==> src/rtl/instruction_fetch.sv <==
// instruction_fetch -- single-issue instruction fetch sequencer.
//
// Runs the loop FETCH -> WAIT -> ISSUE -> UPDATE. Each pass reads one
// instruction word, holds it for decode until it is accepted, and then
// pulses IncPC or LoadPC so the external program counter advances.
// HALT (opcode F) and a memory read timeout are terminal. Only reset
// leaves those states.
//
// Ports
//   clk, reset          clock; asynchronous active-low reset
//   enable              run request, sampled in IDLE and UPDATE only
//   pc_count            current PC; becomes the fetch address
//   zero_flag           ALU zero, sampled at the issue handshake (JZ)
//   mem_rd / mem_addr   one-cycle read request / registered read address
//   mem_data/mem_ready  read data and its completion strobe
//   instr / instr_valid instruction register and its valid flag
//   instr_ready         downstream accept
//   IncPC / LoadPC      one-cycle PC control pulses; new_count = jump target
//   halted / mem_error  terminal status flags (mem_error is sticky)
module instruction_fetch #(
  parameter logic [7:0] TIMEOUT = 8'd32
) (
  input  logic        clk,
  input  logic        reset,
  input  logic        enable,
  input  logic [7:0]  pc_count,
  input  logic        zero_flag,
  output logic        mem_rd,
  output logic [7:0]  mem_addr,
  input  logic [15:0] mem_data,
  input  logic        mem_ready,
  output logic [15:0] instr,
  output logic        instr_valid,
  input  logic        instr_ready,
  output logic        IncPC,
  output logic        LoadPC,
  output logic [7:0]  new_count,
  output logic        halted,
  output logic        mem_error
);

  typedef enum logic [2:0] {
    IDLE, FETCH, WAIT, ISSUE, UPDATE, HALTED, ERROR
  } state_t;

  localparam logic [3:0] OP_JMP  = 4'hC;
  localparam logic [3:0] OP_JZ   = 4'hD;
  localparam logic [3:0] OP_HALT = 4'hF;

  state_t     state;
  logic [7:0] wait_cnt;
  logic [3:0] opcode;

  assign opcode = instr[15:12];

  always_ff @(posedge clk or negedge reset) begin
    if (!reset) begin
      state       <= IDLE;
      wait_cnt    <= 8'h00;
      instr       <= 16'h0000;
      mem_addr    <= 8'h00;
      new_count   <= 8'h00;
      mem_rd      <= 1'b0;
      instr_valid <= 1'b0;
      IncPC       <= 1'b0;
      LoadPC      <= 1'b0;
      halted      <= 1'b0;
      mem_error   <= 1'b0;
    end else begin
      // Pulse outputs are high for exactly the one state they are set entering.
      mem_rd <= 1'b0;
      IncPC  <= 1'b0;
      LoadPC <= 1'b0;
      case (state)
        IDLE: begin
          if (enable) begin
            state  <= FETCH;
            mem_rd <= 1'b1;
          end
        end
        // The PC pulse from UPDATE lands on the same edge that enters FETCH.
        // Sampling pc_count here therefore picks up the updated value.
        FETCH: begin
          mem_addr <= pc_count;
          wait_cnt <= 8'h00;
          state    <= WAIT;
        end
        // mem_ready is tested first so a completion on the last allowed
        // cycle is still captured normally.
        WAIT: begin
          if (mem_ready) begin
            instr       <= mem_data;
            wait_cnt    <= 8'h00;
            instr_valid <= 1'b1;
            state       <= ISSUE;
          end else if (wait_cnt == TIMEOUT - 8'd1) begin
            mem_error <= 1'b1;
            state     <= ERROR;
          end else begin
            wait_cnt <= wait_cnt + 8'd1;
          end
        end
        ISSUE: begin
          if (instr_valid && instr_ready) begin
            instr_valid <= 1'b0;
            state       <= UPDATE;
            case (opcode)
              OP_HALT: begin
                halted <= 1'b1;
                state  <= HALTED;
              end
              OP_JMP: begin
                LoadPC    <= 1'b1;
                new_count <= instr[7:0];
              end
              OP_JZ: begin
                if (zero_flag) begin
                  LoadPC    <= 1'b1;
                  new_count <= instr[7:0];
                end else begin
                  IncPC <= 1'b1;
                end
              end
              default: IncPC <= 1'b1;
            endcase
          end
        end
        UPDATE: begin
          if (enable) begin
            state  <= FETCH;
            mem_rd <= 1'b1;
          end else begin
            state <= IDLE;
          end
        end
        HALTED, ERROR: state <= state;
        default: state <= IDLE;
      endcase
    end
  end

endmodule
==> config.mk <==
export PLATFORM = sky130hd
export DESIGN_NAME = instruction_fetch
export DESIGN_NICKNAME = d
export VERILOG_FILES = /design/src/rtl/instruction_fetch.sv
export SDC_FILE = /design/constraint.sdc
export NUM_CORES = 1
export LEC_CHECK = 0
export CORE_MARGIN = 5
export CORE_UTILIZATION = 41
export DETAILED_ROUTE_END_ITERATION = 7
export PLACE_DENSITY = 0.76
export SLEW_MARGIN = 20
export SYNTH_ARGS = -nofsm -noshare
export SYNTH_HDL_FRONTEND = slang
export SYNTH_SLANG_ARGS = --single-unit
==> constraint.sdc <==
create_clock -name clk -period 2.1 [get_ports clk]
set_input_delay 0.42 -clock clk [delete_from_list [all_inputs] [get_ports clk]]
set_output_delay 0.42 -clock clk [all_outputs]
set_load 0.01 [all_outputs]
==> results.yml, run 1 <==
outcome:
  status: "finished clean"
synthesis:
  postSynthCellCount: 156
  ys_seq_area_frac: 0.5972
  async_flop_share: 1.000
  syn-num-nets: 187
  netlist_area_um2: 2053
  ys_types: 34
  ys_seq_elements: 49
  synthTopCellsByArea: "dfrtp_1 (60%), mux2_2 (18%), nor2_1 (1.8%)"
  yosys_warnings: 0
  yosysTopAreaCell: "dfrtp_1"
  synth_edf_count: 0
  synth_top_area_frac: 0.5972
  synthFlopType: "dfrtp_1"
  synth_area_per_cell_um2: 13.16
hold_path:
  min_path_type: "input pin to asynchronous set/reset pin"
grt:
  grt.overflow.total: 0
  antenna_found_initial: 0
  grt_start_max_net_pins: 50
  grt_pass1_vias: 1656
  grt_first_pass_wirelength_um: 7921
  grt_usage: 0.1575
pwr:
  vdd_drop_max_v: 0.0008398
  seqPwrFrac: 0.381
  leakagePower_nw: 1.328
  combPwrFrac: 0.458
  p_per_area_nw_per_um2: 1361
  p_clk_frac: 0.161
  swShare: 0.3219
  p_sw_mw: 1.337
  power.internal_mw: 2.816
detailed_routing:
  drt-met1-wl_um: 1975
  route.top_layer_used: "met4"
  finalWirelength_um: 4692
  drtIter0Drc: 82
  wl_met2_um: 2277
  drc_errors: 0
  dr.pass1.iters: 5
  route.met3.wl_um: 361
  num_vias: 1552
  ant_nets: 0
  wire_per_inst_um: 15.04
  viasPerCell: 4.974
placement:
  dpl.hpwl_um: 3347
  place_congestion: 0.8907
  dpl_cell_area_um2: 2919
  port_buffers: 67
  pre_cts_ws_ns: -0.1363
worst_setup_path:
  regToRegSetupSlack_ns: 0.24
  critPathKind: "input pin to flop"
  cp_data_required_time_ns: 2.30
  slowest_stage: "clkdlybuf4s50_1"
  crit_arrival_ns: 2.12
  critPathMaxStageDelay_ns: 0.50
  crit_path_start_kind: "input pin"
  critPathMaxFanout: 9
  cp_top_family: "simple AND/OR/NAND/NOR gates"
  critPathBufInv: 2
  end_kind: "flop"
  crit_chain: "clkdlybuf4s50_1 -> nand2_1 -> or3_1 -> nor3_4 -> buf_12 -> mux2_2"
floorplanning:
  die_h_um: 80.77
  initial_core_util: 0.4290
  num_rows: 25
  core_um2: 4786
  ios: 68
  die_area_um2: 6523
  die-width_um: 80.77
cts:
  cts_max_level: 2
  cts_root_buf: "clkbuf_8"
  cts_hold_buf: 0
  cts.sinks: 49
  cts_made_buffers: 5
  clk_path_buf_depth: 2
  cts_tree: "built"
  clk_latency_ns: 0.30
  clk_pin_slew_ns: 0.09
sta:
  report.final.slew_viol_count: 0
  setup_viol: 0
  period_share: 0.9163
  worst_pin_slew_ns: 0.6123
  timing.hold.ws_ns: 0.2015
  rsz0062_at_grt: "no"
  hold_viol: 0
  clock.fmax_ghz: 0.5197
  fin_ws_ns: 0.1758
  skew_ns: 0.007903
  relSlewSlack: 0.5918
  min_period_ns: 1.924
layout:
  area_growth_pct: 48.63
  fin_nets: 275
  design_area_um2: 3052
  final_core_util: 0.6376
  num_antenna_cells: 0
  layout-drive-gt1-share: 0.2531
job:
  cap_violations: 0
==> cell usage after synthesis, types with 2 or more instances <==
cell and instances:
a21oi_1 4, or3_1 3, mux2_2 33, a211oi_1 2, nor2_1 10, a21o_1 3
nor3_1 2, xnor2_1 3, nand2b_1 3, nand4_1 2, o21ai_0 5, dfrtp_1 49
a31oi_1 2, nand2_1 7, nand3_1 6, inv_1 2, and3_1 3
==> layout make-up <==
class	instances	area (um2)
Multi-Input combinational cell	103	824.5
Fill cell	395	1734
Inverter	2	7.507
Clock inverter	2	38.79
Clock buffer	6	72.57
Tap cell	67	83.83
Sequential cell	49	1226
Timing Repair Buffer	83	798.3
==> per-layer routing <==
layer,track usage,vias to the layer above
li1,-,751
met2,0.2550,45
met5,0,-
met3,0.05876,6
met4,0.06081,0
met1,0.1915,750
==> timing repair <==
| action | in CTS | in global routing |
|---|---|---|
| resized for setup | 0 | 2 |
| buffers inserted | 0 | 1 |
| setup endpoints to repair | 0 | 6 |
==> cell usage in the layout (no fill, tap or decap), types with 2 or more instances in the layout <==
| cell type | count |
|---|---|
| nand3_1 | 6 |
| mux2_2 | 33 |
| buf_4 | 15 |
| nand2b_1 | 3 |
| or3_1 | 3 |
| and3_1 | 3 |
| a211oi_1 | 2 |
| o21ai_0 | 5 |
| nor2_1 | 10 |
| xnor2_1 | 3 |
| nand4_1 | 2 |
| clkbuf_8 | 5 |
| a21o_1 | 3 |
| a31oi_1 | 2 |
| inv_1 | 2 |
| nand2_1 | 7 |
| nor3_1 | 2 |
| dfrtp_1 | 49 |
| a21oi_1 | 4 |
| clkdlybuf4s50_1 | 66 |
==> registers in the layout, indices dropped and copies added, names as in the netlist <==
signal / flops
instr: 16
mem_addr: 8
new_count: 8
wait_cnt: 8
state: 3
IncPC: 1
LoadPC: 1
halted: 1
instr_valid: 1
mem_error: 1
mem_rd: 1
==> worst reg2reg max path, stage by stage (launching register included) <==
cell and delay [ns]:
dfrtp_1 0.37, ha_1 0.17, or4b_4 0.50, o311ai_4 0.24
buf_4 0.17, a211oi_1 0.08, xnor2_1 0.17, nor2_1 0.06
==> power by group through the flow <==
stage                     logic, mW  registers, mW  clock network, mW
final                          1.90           1.58              0.670
after global routing           2.07           1.63              0.729
after CTS                      1.89           1.58              0.691
after detailed placement       1.88           1.60                  0
after global placement         1.85           1.59                  0
after floorplan               0.711           1.74                  0
==> kinds of logic (layout without fill, tap and decap cells) <==
kind of cell               count (synthesis)  after routing  share of synthesized area
muxes                                     34             34                     0.1859
AOI/OAI and AO/OA                         23             23                    0.07679
buffers and inverters                      4             93                   0.007919
DFF                                       49             49                     0.5972
and+or+nand+nor                           42             42                     0.1134
xor gates and xnor gates                   3              3                    0.01280
adders and majority gates                  1              1                   0.006093
==> per-stage QoR <==
stage,total power [mW],setup TNS (ns),instances
3_3_place_gp,3.436,-0.9687,303
3_5_place_dp,3.476,-1.019,303
6_report,4.153,0,312
4_1_cts,4.164,0,311
5_1_grt,4.434,0,312
2_1_floorplan,2.447,0,156
==> path summary, 6_finish.rpt <==
| kind | start | to | cells after the start |
|---|---|---|---|
| setup / recovery | instr_ready | new_count[7]$_DFFE_PN0P_ | 6 |
| hold / removal | reset | wait_cnt[1]$_DFFE_PN0P_ | 2 |
| setup reg to reg | wait_cnt[1]$_DFFE_PN0P_ | wait_cnt[5]$_DFFE_PN0P_ | 7 |
| hold reg to reg | mem_error$_DFFE_PN0P_ | mem_error$_DFFE_PN0P_ | 1 |
| max in group asynchronous | reset | state[0]$_DFFE_PN0P_ | 2 |
| min in group clk | mem_error$_DFFE_PN0P_ | mem_error$_DFFE_PN0P_ | 1 |
(Power assumes the default switching activity.)
==> run 2, diff against run 1 <==
--- a/config.mk
+++ b/config.mk
@@ -5,10 +5,12 @@
 export SDC_FILE = /design/constraint.sdc
 export NUM_CORES = 1
 export LEC_CHECK = 0
+export CELL_PAD_IN_SITES_DETAIL_PLACEMENT = 0
+export CELL_PAD_IN_SITES_GLOBAL_PLACEMENT = 2
 export CORE_MARGIN = 5
-export CORE_UTILIZATION = 41
+export CORE_UTILIZATION = 26
 export DETAILED_ROUTE_END_ITERATION = 7
-export PLACE_DENSITY = 0.76
+export PLACE_DENSITY_LB_ADDON = 0.1
 export SLEW_MARGIN = 20
 export SYNTH_ARGS = -nofsm -noshare
 export SYNTH_HDL_FRONTEND = slang
==> results.yml, run 2 (synthesis results as in run 1) <==
layout:
  num_antenna_cells: 0
  final_common_cell: "clkdlybuf4s50_1"
  fin_nets: 272
  nFillCells: 768
  area_growth_pct: 52.16
  top_register: "instr"
  largest_reg_flops: 16
  layout-drive-gt1-share: 0.2479
  fin_cells: 344
  layout_common_cells: "clkdlybuf4s50_1 (66), dfrtp_1 (49), mux2_2 (33), nor2_1 (10), buf_4 (10)"
worst_setup_path:
  critPathLaunch: "wait_cnt[0]$_DFFE_PN0P_"
  critPathKind: "flop to flop"
  regToRegStartpoint: "wait_cnt[0]$_DFFE_PN0P_"
  slowest_stage: "or4b_4"
  critPathMaxStageDelay_ns: 0.49
  crit_chain: "ha_1 -> or4b_4 -> o311ai_4 -> a21o_1 -> o21ai_0 -> a21oi_1"
  crit_path_start_kind: "flop"
  crit_arrival_ns: 2.15
  cp_data_required_time_ns: 2.33
  end_kind: "flop"
  critPathMaxFanout: 6
pwr:
  seqPwrFrac: 0.372
  p_per_area_nw_per_um2: 1369
  p_sw_mw: 1.357
  power.internal_mw: 2.920
  leakagePower_nw: 1.334
  p_clk_frac: 0.188
  total_power_mw: 4.278
  vdd_drop_max_v: 0.0005157
  swShare: 0.3173
  combPwrFrac: 0.441
sta:
  skew_ns: 0.008536
  setup-tns-final_ns: 0
  hold_viol: 0
  timing.hold.ws_ns: 0.08981
  worst_pin_slew_ns: 0.5256
  period_share: 0.9143
  report.final.slew_viol_count: 0
  min_period_ns: 1.920
  relSlewSlack: 0.6496
  setup_viol: 0
  clock.fmax_ghz: 0.5208
  fin_ws_ns: 0.1800
  rsz0062_at_grt: "no"
detailed_routing:
  drtIter0Drc: 41
  wire_per_inst_um: 14.49
  finalWirelength_um: 4984
  viasPerCell: 4.471
  num_vias: 1538
  drc_errors: 0
  dr.pass1.iters: 4
  ant_nets: 0
grt:
  grt_start_max_net_pins: 30
  grt_usage: 0.1069
  grt_pass1_vias: 1687
  grt_first_pass_wirelength_um: 8369
  antenna_found_initial: 0
  grt.overflow.total: 0
cts:
  clk_path_buf_depth: 2
  cts_made_buffers: 5
  clk_pin_slew_ns: 0.09
  clk_latency_ns: 0.30
  cts.sinks: 49
  cts_tree: "built"
  cts_max_level: 2
  cts_root_buf: "clkbuf_8"
placement:
  place_congestion: 0.8493
  port_buffers: 67
  dpl.hpwl_um: 3729
  dpl.cell_count: 336
  pre_cts_ws_ns: -0.1191
floorplanning:
  die_h_um: 98.87
  ios: 68
  die-width_um: 98.87
  core_um2: 7727
  initial_core_util: 0.2657
  num_rows: 32
  die_area_um2: 9774
outcome:
  status: "finished clean"
job:
  cap_violations: 0
hold_path:
  min_path_type: "input pin to asynchronous set/reset pin"
[run 2: power groups by stage]
stage                     Combinational [mW]  Clock (mW)  Sequential, mW
after detailed placement                1.89           0            1.61
after CTS                               1.90       0.838            1.60
after global placement                  1.89           0            1.60
after floorplan                        0.711           0            1.74
after global routing                    2.03       0.867            1.64
final                                   1.88       0.803            1.59
[run 2: layout make-up]
class                           count  area [um2]  area share
Tap cell                          102       127.6     0.04085
Sequential cell                    49        1226      0.3925
Inverter                            2       7.507    0.002403
Clock buffer                        5       68.82     0.02203
Clock inverter                      3       68.82     0.02203
Timing Repair Buffer               80       800.8      0.2563
Multi-Input combinational cell    103       824.5      0.2639
[run 2: per-layer routing]
metal / track usage / part of all wire / up-vias
met3: 0.04600 / 0.067 / 2
met2: 0.1705 / 0.49 / 41
met1: 0.1307 / 0.43 / 757
met4: 0.03361 / 0.0064 / 0
li1: - / - / 738
met5: 0 / 0 / -
[run 2: final timing paths]
kind	slack, ns	endpoint	depth (start not counted)
worst max-delay path	0.18	wait_cnt[7]$_DFFE_PN0P_	6
worst min-delay path	0.09	halted$_DFFE_PN0P_	1
worst max register to register	0.18	wait_cnt[7]$_DFFE_PN0P_	6
worst min register to register	0.49	mem_error$_DFFE_PN0P_	1
max in group asynchronous	1.48	mem_addr[4]$_DFFE_PN0P_	2
min in group clk	0.49	mem_error$_DFFE_PN0P_	1
[run 2: what timing repair did]
| action | 4_1_cts | 5_1_grt |
|---|---|---|
| setup buffers | 0 | 0 |
| pin swaps | 1 | 2 |
| resized for setup | 0 | 2 |
| setup endpoints to repair | 1 | 8 |
| hold buffers | 0 | 0 |
[run 2: worst max-delay path, delay by kind of cell (launching register included)]
kind / cells / cell delay [ns]
AOI/OAI and AO/OA: 4 / 0.82
adders and majority gates: 1 / 0.17
DFF: 1 / 0.36
and+or+nand+nor: 1 / 0.49
[run 2: stage by stage]
stage                     instance area [um2]    util
final                                    3124  0.4043
after global routing                     3124  0.4043
after CTS                                3110  0.4025
after detailed placement                 2973  0.3847
after global placement                   2973  0.3847
after floorplan                          2053       -
==> run 3, diff against run 2 <==
--- a/config.mk
+++ b/config.mk
@@ -11,6 +11,7 @@
 export CORE_UTILIZATION = 26
 export DETAILED_ROUTE_END_ITERATION = 7
 export PLACE_DENSITY_LB_ADDON = 0.1
+export SETUP_SLACK_MARGIN = 0.15
 export SLEW_MARGIN = 20
 export SYNTH_ARGS = -nofsm -noshare
 export SYNTH_HDL_FRONTEND = slang
==> results.yml, run 3 (synthesis results as in run 1) <==
sta:
  setup_viol: 0
  hold_viol: 0
  min_period_ns: 1.889
  worst_pin_slew_ns: 0.5377
  clock.fmax_ghz: 0.5294
  skew_ns: 0.003583
  report.final.slew_viol_count: 0
  period_share: 0.8996
  relSlewSlack: 0.6416
  rsz0062_at_grt: "yes"
  timing.hold.ws_ns: 0.09147
detailed_routing:
  finalWirelength_um: 5238
  drtIter0Drc: 15
  num_vias: 1554
  drc_errors: 0
  dr.pass1.iters: 4
  viasPerCell: 4.478
  wire_per_inst_um: 15.10
  ant_nets: 0
cts:
  clk_path_buf_depth: 2
  cts_max_level: 2
  cts_tree: "built"
  clk_pin_slew_ns: 0.09
  cts_root_buf: "clkbuf_8"
  cts_hold_buf: 0
  cts_made_buffers: 5
  cts.sinks: 49
  clk_latency_ns: 0.30
worst_setup_path:
  cp_data_required_time_ns: 2.29
  critPathMaxFanout: 9
  crit_arrival_ns: 2.08
  critPathKind: "input pin to flop"
  end_kind: "flop"
  crit_path_start_kind: "input pin"
grt:
  grt.overflow.total: 0
  grt_usage: 0.1122
  grt_first_pass_wirelength_um: 8714
  antenna_found_initial: 0
  grt_start_max_net_pins: 29
  grt_pass1_vias: 1712
layout:
  layout-drive-gt1-share: 0.2694
  layout_common_cells: "clkdlybuf4s50_1 (66), dfrtp_1 (49), mux2_2 (33), buf_4 (12), nor2_1 (10)"
  fin_nets: 275
  final_common_cell: "clkdlybuf4s50_1"
  num_antenna_cells: 0
  area_growth_pct: 52.29
  nFillCells: 736
  largest_reg_flops: 16
  top_register: "instr"
floorplanning:
  initial_core_util: 0.2657
  die_h_um: 98.87
  die-width_um: 98.87
  num_rows: 32
  core_um2: 7727
  die_area_um2: 9774
  ios: 68
hold_path:
  min_path_type: "input pin to asynchronous set/reset pin"
pwr:
  vdd_drop_max_v: 0.0005562
  p_per_area_nw_per_um2: 1335
  leakagePower_nw: 1.335
  total_power_mw: 4.176
placement:
  port_buffers: 67
  dpl.hpwl_um: 3935
  place_congestion: 0.7683
job:
  cap_violations: 0
outcome:
  status: "finished clean"
[run 3: repair_timing]
item,CTS,global route
endpoints found under the setup margin,5,14
buffers inserted,2,0
pin swaps,2,6
resized for setup,0,4
endpoints found under the hold margin,0,0
[run 3: final timing paths]
| check | slack [ns] | to | depth (start not counted) | startpoint |
|---|---|---|---|---|
| min in group clk | 0.46 | mem_error$_DFFE_PN0P_ | 1 | mem_error$_DFFE_PN0P_ |
| max in group asynchronous | 1.48 | new_count[7]$_DFFE_PN0P_ | 2 | reset |
| worst min register to register | 0.46 | mem_error$_DFFE_PN0P_ | 1 | mem_error$_DFFE_PN0P_ |
| worst max-delay path | 0.21 | new_count[3]$_DFFE_PN0P_ | 6 | instr_ready |
| worst max register to register | 0.25 | wait_cnt[7]$_DFFE_PN0P_ | 6 | wait_cnt[0]$_DFFE_PN0P_ |
| worst min-delay path | 0.09 | mem_rd$_DFF_PN0_ | 1 | reset |
[run 3: worst max-delay path, stage by stage]
cell and delay (ns):
clkdlybuf4s50_1 0.48, nand2_1 0.07, or3_4 0.40, nor3_4 0.22, buf_12 0.15, mux2_2 0.33
[run 3: through the flow]
step           cell area, um2  TNS [ns]  utilization  instances  setup slack, ns
2_1_floorplan            2069         0            -        156           0.2175
3_3_place_gp             2997   -0.9598       0.3878        337          -0.1211
3_5_place_dp             2997    -1.043       0.3878        337          -0.1373
4_1_cts                  3113         0       0.4029        347           0.1765
5_1_grt                  3127         0       0.4046        347           0.1202
6_report                 3127         0       0.4046        347           0.2109
[run 3: metal layers]
metal / track usage / up-vias / share of wire
li1: - / 740 / -
met1: 0.1401 / 774 / 0.44
met2: 0.1813 / 35 / 0.49
met3: 0.03822 / 5 / 0.057
met4: 0.03782 / 0 / 0.012
met5: 0 / - / 0
[run 3: final cells by class]
| cell class | count | area [um2] | area share |
|---|---|---|---|
| Timing Repair Buffer | 83 | 827.0 | 0.2645 |
| Sequential cell | 49 | 1226 | 0.3922 |
| Multi-Input combinational cell | 103 | 837.1 | 0.2677 |
| Inverter | 2 | 7.507 | 0.002401 |
| Tap cell | 102 | 127.6 | 0.04082 |
| Clock buffer | 7 | 96.34 | 0.03081 |
| Clock inverter | 1 | 5.005 | 0.001601 |
[run 3: where the power goes]
| group | switching (mW) | internal (mW) |
|---|---|---|
| Sequential | 0.266 | 1.32 |
| Clock | 0.318 | 0.299 |
| Combinational | 0.798 | 1.18 |
| Total | 1.38 | 2.79 |
